### src/rtl/rng_feeder.sv
// rng_feeder: packs 64-bit SHAKE256 squeeze words into 128-bit entries and queues them for the Gaussian sampler.
// Optional RNG_FEEDER_STATS_EN adds word_cnt, a wrapping count of successful pops.
module rng_feeder #(
  parameter int DEPTH = 2
) (
  input  logic         clk,
  input  logic         rst_n,
  input  logic         flush,
  input  logic         src_valid,
  input  logic [63:0]  src_data,
  output logic         src_ready,
  input  logic         extract,
  output logic         rng_valid,
  output logic [127:0] rng,
  output logic         err_underflow
`ifdef RNG_FEEDER_STATS_EN
  ,
  output logic [31:0]  word_cnt
`endif
);
  localparam int AW = $clog2(DEPTH);
  typedef enum logic {LOW, HIGH} state_t;
  state_t        r_state, w_state_nxt;
  logic          r_en;
  logic [63:0]   r_low;
  logic [127:0]  r_mem [DEPTH];
  logic [AW-1:0] r_wr, r_rd;
  logic [AW:0]   r_cnt;
  logic          w_full, w_xfer, w_push, w_pop;
  assign w_full        = r_cnt == (AW+1)'(DEPTH);
  // r_en keeps src_ready low until the first edge after reset release
  assign src_ready     = r_en & ~flush & (r_state == LOW | ~w_full);
  assign w_xfer        = src_valid & src_ready;
  assign w_push        = w_xfer & (r_state == HIGH);
  assign w_pop         = extract & rng_valid & ~flush;
  assign rng_valid     = r_cnt != '0;
  assign rng           = rng_valid ? r_mem[r_rd] : '0;
  always_comb begin
    w_state_nxt = flush ? LOW : w_xfer ? (r_state == LOW ? HIGH : LOW) : r_state;
  end
  always_ff @(posedge clk or negedge rst_n) begin
    if (!rst_n) r_state <= LOW;
    else        r_state <= w_state_nxt;
  end
  always_ff @(posedge clk or negedge rst_n) begin
    if (!rst_n) begin
      r_en          <= 1'b0;
      r_low         <= '0;
      r_wr          <= '0;
      r_rd          <= '0;
      r_cnt         <= '0;
      err_underflow <= 1'b0;
    end else begin
      r_en <= 1'b1;
      if (flush) begin
        r_low         <= '0;
        r_wr          <= '0;
        r_rd          <= '0;
        r_cnt         <= '0;
        err_underflow <= 1'b0;
      end else begin
        if (w_xfer && r_state == LOW) r_low <= src_data;
        if (w_push) r_wr <= r_wr + 1'b1;
        if (w_pop) r_rd <= r_rd + 1'b1;
        r_cnt <= r_cnt + (AW+1)'(w_push) - (AW+1)'(w_pop);
        if (extract && !rng_valid) err_underflow <= 1'b1;
      end
    end
  end
  always_ff @(posedge clk) begin
    if (w_push) r_mem[r_wr] <= {src_data, r_low};
  end
`ifdef RNG_FEEDER_STATS_EN
  always_ff @(posedge clk or negedge rst_n) begin
    if (!rst_n)     word_cnt <= '0;
    else if (flush) word_cnt <= '0;
    else if (w_pop) word_cnt <= word_cnt + 32'd1;
  end
`endif
endmodule

### config.mk
export PLATFORM = sky130hd
export DESIGN_NAME = rng_feeder
export DESIGN_NICKNAME = d
export VERILOG_FILES = /design/src/rtl/rng_feeder.sv
export SDC_FILE = /design/constraint.sdc
export NUM_CORES = 1
export LEC_CHECK = 0
export BUFFER_PORTS_ARGS = -buffer_cell sky130_fd_sc_hd__buf_2
export CAP_MARGIN = 20
export CORE_MARGIN = 10
export CORE_UTILIZATION = 50
export DETAILED_ROUTE_END_ITERATION = 6
export GPL_TIMING_DRIVEN = 0
export PLACE_DENSITY = 0.72
export SLEW_MARGIN = 20
export SYNTH_ARGS = -nofsm -noshare
export SYNTH_HDL_FRONTEND = slang
export SYNTH_SLANG_ARGS = --single-unit
export TNS_END_PERCENT = 1
### constraint.sdc
create_clock -name clk -period 7.2 [get_ports clk]
set_input_delay 1.44 -clock clk [delete_from_list [all_inputs] [get_ports clk]]
set_output_delay 1.44 -clock clk [all_outputs]
set_load 0.02 [all_outputs]
==> run_results.csv, run 1 <==
group,metric,value,unit
layout,drive_above_1_share,0.2664,
routing,wl_per_cell,19.18,µm
global_route,antenna_found_initial,3,
layout,synthToLayoutAreaGrowth,23.19,%
clock_network,clkSinkCount,327,
setup_path,r2r_setup_slack,4720,ps
setup_path,r2r_end,"r_mem[1][39]",
routing,vias_per_cell,5.084,
yosys,synth.distinct_cells,25,
timing,rsz0062_at_grt,"no",
timing,finalCritPeriodShare,0.5324,
floorplanning,row_count,58,
clock_network,ctsHtreeMaxLevel,2,
status,status,"complete, no violations",
clock_network,hold_buffers,0,
routing,first_pass_iters,4,
floorplanning,dieArea,0.03203,mm²
clock_network,cts_setup_buffers,0,
setup_path,slowest_stage,"clkbuf_1",
setup_path,crit_path_end_kind,"output pin",
timing,final_max_slew_viol_count,0,
global_route,grt_max_degree,41,
timing,setup_tns,0,ps
layout,fin_cells,1464,
yosys,syn_area_per_cell,14.76,µm²
timing,finalCriticalPeriod,3833,ps
clock_network,cts.clk_slew.worst_paths,60,ps
floorplanning,die_h,179.0,µm
clock_network,cts_buffers,34,
clock_network,cts-root-buf,"clkbuf_16",
layout,utilization,0.6217,
layout,final_nets,1175,
setup_path,r2r-start,"r_en",
pwr,power_density,260.0,mW/mm²
routing,drc,0,
run,maxCapViolCount,0,
global_route,grt_pass1_wl,43550,µm
placed_design,dp.cells,1398,
setup_path,worstPathRequired,5760,ps
timing,setup_violations,0,
routing,wl,28080,µm
clock_network,cts_resized,0,
setup_path,cp-start-kind,"register",
placed_design,port-buffer-count,198,
floorplanning,die-width,179.0,µm
routing,vias,7443,
floorplanning,initial_core_util,0.5046,
yosys,synth_warnings,0,
yosys,synth_area,0.01263,mm²
yosys,ys_seq_elements,327,
clock_network,clk_latency,500,ps
setup_path,crit_chain,"nor2_1, clkbuf_1, buf_2, nor2_1, buf_2",
clock_network,cts_buffer_depth,3,
routing,drt-initial-drc-count,455,
routing,ant_nets,0,
global_route,grt.total_usage,0.1747,
pwr,ir_drop,0.1963,mV
hold_path,hold_path_class,"reg -> reg",
hold_path,min_path_cells,0,
layout,final_area,0.01556,mm²
global_route,grt_overflow_total,0,
placed_design,dpl.hpwl,19310,µm
yosys,seq_area_frac_synth,0.7491,
setup_path,crit_family,"buffers and inverters",
yosys,synth_nets,927,
timing,worst_pin_slew,677.4,ps
global_route,first_global_vias,7849,
yosys,synthCells,856,
setup_path,cp_max_fo,10,
pwr,fin_total_pwr,4.047,mW
placed_design,gp_congestion,0.7367,
timing,finalHoldViolCount,0,
setup_path,max_stage_delay,550,ps
floorplanning,core_area,0.02504,mm²
timing,slew_headroom,0.5474,
setup_path,cp_num_buf_inv,3,
timing,max_freq,0.2609,GHz
setup_path,worstPathArrival,2390,ps
clock_network,cts_tree,"done",
timing,skew,10.29,ps
placed_design,place_area,0.01441,mm²
pwr,power_leakage,5.991,nW
setup_path,path_class,"reg -> out",
setup_path,ff2ff_path_depth,6,
floorplanning,ios,200,
hold_path,min_from,"r_low[11]",
hold_path,hold_end,"r_mem[0][11]",
## registers in the layout, indices dropped and copies added, names as in the netlist
register	flops
r_rd	1
r_mem	256
r_low	64
r_en	1
r_cnt	2
err_underflow	1
r_wr	1
r_state	1
## layout make-up
class / instances / area, µm²
diodes: 4 / 10.01
plain buffers: 51 / 261.5
clock buffers: 47 / 1003
clock inverters: 15 / 145.1
fillers: 1919 / 9472
inverters: 4 / 15.01
multi-input cells: 474 / 2909
flip-flops and latches: 327 / 9464
well taps: 330 / 412.9
repair buffers: 212 / 1344
## through the flow
stage	setup WS (ps)	hold slack, ps
finish	3367	471.3
CTS	3257	473.4
floorplan	-694.8	443.1
global placement	-4121	447.7
global route	3162	483.9
detailed placement	3395	458.0
## metal layers
layer  routed length, µm  share of wire  track usage
met1               11370           0.41       0.2109
met2               14360           0.51       0.3077
met3                1717          0.061      0.03749
met4                 633          0.023      0.05202
met5                   0              0            0
## report_power, final
part           switching (mW)  leakage [nW]  internal (mW)
Sequential             0.0175          3.37           2.07
Clock                   0.676         0.563           1.08
Combinational           0.131          2.05         0.0731
Total                   0.825          5.99           3.22
## synth_stat cells
cell type	n	area, µm²
a21oi_1	2	10.01
and4_1	1	8.760
and4bb_1	1	12.51
buf_2	29	145.1
buf_4	2	15.01
buf_6	3	33.78
clkbuf_1	14	52.55
clkbuf_2	3	15.01
conb_1	1	3.750
dfrtp_1	71	1777
edfxtp_1	256	7687
ha_1	2	25.02
inv_1	4	15.01
mux2i_1	129	1291
nand2_1	64	240.2
nand2b_1	66	412.9
nand4_1	1	6.260
nor2_1	135	506.7
nor2b_1	2	12.51
nor3_1	1	5.000
o21a_1	1	7.510
o21ai_0	63	315.3
o21ai_1	2	10.01
xnor2_1	1	8.760
xor2_1	2	17.52
## cells in the final DEF (no fill, tap or decap), drive strengths merged, types with 2 or more instances in the layout
cell type	count
nor2b	2
xor2	2
nor2	135
ha	2
clkbuf	64
nand2b	66
inv	4
bufinv	3
clkinv	11
nand2	64
edfxtp	256
buf	246
diode	4
dfrtp	71
a21oi	2
mux2i	129
o21ai	65
## worst max-delay path by stage
stage / from / endpoint / slack, ps / depth (start not counted)
3_3_place_gp: flush / r_mem[1][102] / -4120 / 4
3_5_place_dp: flush / r_mem[1][40] / 3400 / 7
2_1_floorplan: flush / r_mem[0][0] / -690 / 4
5_1_grt: r_cnt[1] / rng[41] / 3160 / 5
6_report: r_cnt[1] / rng[121] / 3370 / 5
4_1_cts: r_cnt[1] / rng[121] / 3260 / 5
## kinds of logic after synthesis
logic type,count (synthesis),share of synthesized area
compound gates,68,0.02713
buf+inv,55,0.02188
other cells,1,0.0002968
xor+xnor,3,0.002080
mux,129,0.1022
fa+ha+maj,2,0.001980
simple gates,271,0.09537
flops,327,0.7491
## worst register-to-register path: stages, from the launching register on
cell and delay [ps]:
dfrtp_1 370, nor2b_1 180, nand4_1 330, nor2_4 640
buf_16 250, buf_12 210, buf_8 190
No activity file was read; power rests on OpenSTA's default activity.
==> inputs of run 2 (changes only) <==
Settings changed: PLACE_DENSITY 0.72 to 0.75.
Clock period 7.2 ns to 3.5 ns, I/O delays scaled along.
==> run_results.csv, run 2 (same netlist as run 1, synthesis figures left out) <==
group,metric,value,unit
timing,max_freq,0.3100,GHz
clock_network,cts-root-buf,"clkbuf_16",
clock_network,cts_setup_buffers,0,
global_route,grt_overflow_total,0,
timing,final_max_slew_viol_count,0,
setup_path,r2r_setup_slack,1220,ps
routing,drc,0,
timing,finalCriticalPeriod,3226,ps
placed_design,place_area,0.01442,mm²
routing,drt-initial-drc-count,447,
floorplanning,ios,200,
clock_network,ctsHtreeMaxLevel,2,
layout,regArea,0.009464,mm²
routing,first_pass_iters,5,
setup_path,worstPathRequired,2800,ps
setup_path,r2r_end,"r_mem[0][74]",
setup_path,cp_num_buf_inv,3,
clock_network,cts_resized,0,
pwr,power_leakage,5.959,nW
pwr,power_frac_clock,0.422,
pwr,p_sw,1.670,mW
pwr,p_int,6.470,mW
layout,largest_reg_flops,256,
pwr,combPwrFrac,0.051,
layout,utilization,0.6195,
pwr,swShare,0.2051,
routing,vias_per_cell,5.067,
global_route,first_global_vias,7809,
placed_design,gp_congestion,0.7687,
routing,ant_nets,0,
layout,nFillCells,1911,
global_route,grt.total_usage,0.1716,
setup_path,slowest_stage,"clkbuf_1",
pwr,ir_drop,0.4049,mV
floorplanning,die-width,179.0,µm
timing,finalHoldViolCount,0,
placed_design,dpl.hpwl,18960,µm
layout,final_common_cell,"edfxtp_1",
setup_path,cp-start-kind,"register",
timing,worst_pin_slew,777.1,ps
layout,layout_common_cells,"edfxtp_1 (256), buf_2 (225), nor2_1 (133)",
clock_network,clk_latency,500,ps
status,status,"complete, no violations",
layout,fin_cells,1462,
setup_path,crit_path_end_kind,"output pin",
routing,wl_per_cell,18.94,µm
layout,final_area,0.01551,mm²
timing,setup_violations,0,
run,maxCapViolCount,0,
placed_design,port-buffer-count,198,
setup_path,crit_family,"buffers and inverters",
global_route,grt_pass1_wl,42680,µm
timing,rsz0062_at_grt,"no",
timing,finalCritPeriodShare,0.9216,
routing,wl,27690,µm
placed_design,dp.cells,1398,
layout,final_nets,1175,
clock_network,cts.clk_slew.worst_paths,60,ps
clock_network,cts_buffer_depth,3,
layout,synthToLayoutAreaGrowth,22.77,%
pwr,power_density,524.7,mW/mm²
global_route,antenna_found_initial,4,
floorplanning,initial_core_util,0.5046,
pwr,fin_total_pwr,8.139,mW
hold_path,hold_path_class,"in -> async",
pwr,seq_power_share,0.527,
clock_network,hold_buffers,0,
clock_network,clkSinkCount,327,
layout,drive_above_1_share,0.2631,
clock_network,cts_tree,"done",
layout,reg_top3,"r_mem (256), r_low (64), r_cnt (2)",
global_route,grt_max_degree,44,
floorplanning,die_h,179.0,µm
setup_path,r2r-start,"r_en",
floorplanning,core_area,0.02504,mm²
floorplanning,row_count,58,
setup_path,max_stage_delay,640,ps
routing,vias,7408,
setup_path,crit_chain,"nor2_1, clkbuf_1, buf_2, nor2_1, buf_2",
timing,slew_headroom,0.4819,
setup_path,ff2ff_path_depth,5,
setup_path,worstPathArrival,2530,ps
clock_network,cts_buffers,34,
setup_path,cp_max_fo,10,
layout,multi_input_area,0.002917,mm²
setup_path,path_class,"reg -> out",
layout,top_register,"r_mem",
timing,skew,12.88,ps
timing,setup_tns,0,ps
floorplanning,dieArea,0.03203,mm²
run 2: changes by cell type in the layout (fill, tap and decap cells not counted), moves of 2 or more:
| cell | delta |
|---|---|
| bufinv_16 | -2 |
| clkbuf_1 | +6 |
| clkinv_1 | -2 |
| clkinv_2 | -2 |
run 2: power groups by stage:
stage	clock (mW)	combinational, mW	sequential [mW]
floorplan	0	0.230	4.36
global placement	0	0.407	4.36
detailed placement	0	0.424	4.37
CTS	3.51	0.426	4.29
global route	3.68	0.460	4.29
finish	3.43	0.417	4.29
run 2: worst max-delay path by stage:
| stage | start | endpoint | slack (ps) | cells after the start |
|---|---|---|---|---|
| after global routing | r_cnt[1] | rng[60] | 110 | 5 |
| after global placement | flush | r_mem[0][105] | -1330 | 4 |
| after detailed placement | r_cnt[1] | rng[60] | 750 | 5 |
| after floorplan | flush | r_mem[0][0] | -110 | 4 |
| after CTS | r_cnt[1] | rng[123] | 200 | 5 |
| final | r_cnt[1] | rng[60] | 270 | 5 |
run 2: layout make-up:
| type | instances | share of cell area |
|---|---|---|
| Antenna cell | 3 | 0.0004840 |
| Buffer | 51 | 0.01750 |
| Clock buffer | 52 | 0.06526 |
| Clock inverter | 9 | 0.004356 |
| Inverter | 4 | 0.0009680 |
| Multi-Input combinational cell | 474 | 0.1880 |
| Sequential cell | 327 | 0.6101 |
| Tap cell | 330 | 0.02662 |
| Timing Repair Buffer | 212 | 0.08663 |
run 2: metal layers:
metal,wire length [µm],GRT usage,vias to the layer above,part of all wire
met3,1592,0.03791,32,0.057
met4,496,0.04719,2,0.018
li1,-,-,3544,-
met2,14470,0.3042,189,0.52
met1,11120,0.2062,3641,0.40
met5,13,0,-,0.00047
run 2: through the flow:
step | hold slack (ps) | setup WS, ps
2_1_floorplan | 404.4 | -108.1
3_5_place_dp | 454.1 | 746.5
6_report | 143.5 | 274.5
5_1_grt | 150.8 | 111.7
4_1_cts | 144.7 | 204.0
3_3_place_gp | 447.4 | -1331
==> inputs of run 3 (changes only) <==
Settings changed: REMOVE_ABC_BUFFERS set to 1.
==> run_results.csv, run 3 (same netlist as run 1, synthesis figures left out) <==
group,metric,value,unit
global_route,grt_max_degree,74,
timing,max_freq,0.3211,GHz
setup_path,worstSetupStartpoint,"r_rd",
routing,ant_nets,0,
routing,first_pass_iters,4,
run,maxCapViolCount,0,
clock_network,hold_buffers,0,
routing,wl_per_cell,18.25,µm
routing,vias,7190,
clock_network,clkSinkCount,327,
hold_path,hold_path_class,"in -> async",
layout,largest_reg_flops,256,
timing,setup_violations,0,
timing,finalCriticalPeriod,3114,ps
pwr,ir_drop,0.4961,mV
setup_path,r2r-start,"r_cnt[0]",
routing,drt-initial-drc-count,437,
pwr,power_density,532.2,mW/mm²
routing,wl,25920,µm
global_route,grt.total_usage,0.1599,
layout,final_nets,1134,
clock_network,cts_buffers,35,
floorplanning,ios,200,
global_route,top_usage_layer,"met2",
global_route,grt_util_met2,0.2786,
placed_design,gp_congestion,0.6854,
setup_path,crit_path_end_kind,"output pin",
clock_network,cts.clk_slew.worst_paths,60,ps
global_route,use_met1,0.1905,
timing,setup_tns,0,ps
clock_network,cts-root-buf,"clkbuf_16",
clock_network,cts_setup_buffers,0,
clock_network,cts_tree,"done",
timing,worst_pin_slew,747.0,ps
timing,skew,9.054,ps
layout,utilization,0.6192,
layout,final_common_cell,"edfxtp_1",
timing,finalCritPeriodShare,0.8897,
clock_network,cts_resized,0,
layout,reg_top3,"r_mem (256), r_low (64), r_cnt (2)",
floorplanning,core_area,0.02504,mm²
floorplanning,die_h,179.0,µm
routing,vias_per_cell,5.063,
layout,synthToLayoutAreaGrowth,22.70,%
setup_path,path_class,"reg -> out",
placed_design,port-buffer-count,199,
global_route,grt_pass1_wl,40530,µm
global_route,antenna_found_initial,4,
timing,finalHoldWorstSlack,190.0,ps
status,status,"complete, no violations",
layout,layout_common_cells,"edfxtp_1 (256), buf_2 (197), nor2_1 (132)",
layout,top_register,"r_mem",
floorplanning,die-width,179.0,µm
floorplanning,row_count,58,
global_route,first_global_vias,7676,
setup_path,worstPathArrival,2410,ps
timing,rsz0062_at_grt,"no",
layout,drive_above_1_share,0.2489,
pwr,power_leakage,5.888,nW
routing,drc,0,
setup_path,worstPathRequired,2800,ps
clock_network,cts_buffer_depth,3,
timing,slew_headroom,0.5020,
setup_path,cp_max_fo,38,
timing,final_max_slew_viol_count,0,
floorplanning,initial_core_util,0.5046,
timing,finalHoldViolCount,0,
global_route,met3_usage,0.04023,
placed_design,dpl.hpwl,16660,µm
clock_network,clk_latency,500,ps
floorplanning,dieArea,0.03203,mm²
global_route,grt_overflow_total,0,
clock_network,ctsHtreeMaxLevel,2,
setup_path,cp-start-kind,"register",
-- run 3: changes by cell type in the layout (fill, tap and decap cells not counted), moves of 5 or more --
cell	previous run	this run
buf_16	10	16
buf_2	225	197
clkbuf_1	26	9
clkinv_1	4	9
-- run 3: cell type report --
cell class                 count  area [µm²]
antenna                        1       2.502
sequential                   327        9468
inverter                       4       15.01
clock inverter                13       107.6
clock buffer                  50        1015
multi-input combinational    474        2920
timing repair buffer         221        1562
tap                          330       412.9
fill                        1931        9534
-- run 3: stage by stage --
stage | worst slack (ps) | std cells | total power, mW | area (µm²)
floorplan | -3499 | 805 | 4.591 | 12370
global placement | -7880 | 1334 | 4.793 | 13780
detailed placement | 454.6 | 1356 | 4.786 | 14380
CTS | 358.7 | 1419 | 8.338 | 15500
global route | 280.4 | 1419 | 8.526 | 15500
finish | 386.0 | 1420 | 8.250 | 15500
-- run 3: worst paths after layout --
kind                            slack, ps  depth (start not counted)      endpoint
worst max-delay path                  390                          5       rng[12]
worst min-delay path                  190                          1     r_low[18]
worst max register to register       1200                          5  r_mem[1][64]
worst min register to register        470                          0   r_mem[1][8]
max in group asynchronous            2680                          2          r_rd
min in group clk                      400                          1  r_mem[1][96]
-- run 3: critical path, stage by stage, from the launching register on --
cell     delay, ps
dfrtp_4        760
buf_16         310
buf_16         290
mux2i_1        290
nor2_1          60
buf_2          160
-- run 3: power by group --
part	internal, mW	total [mW]	switching (mW)
clock network	2.16	3.55	1.39
logic	0.155	0.407	0.252
registers	4.25	4.29	0.0400
-- run 3: layer usage --
layer | up-vias | part of all wire
li1 | 3452 | -
met1 | 3521 | 0.40
met2 | 163 | 0.51
met3 | 48 | 0.066
met4 | 6 | 0.022
met5 | - | 0.0015
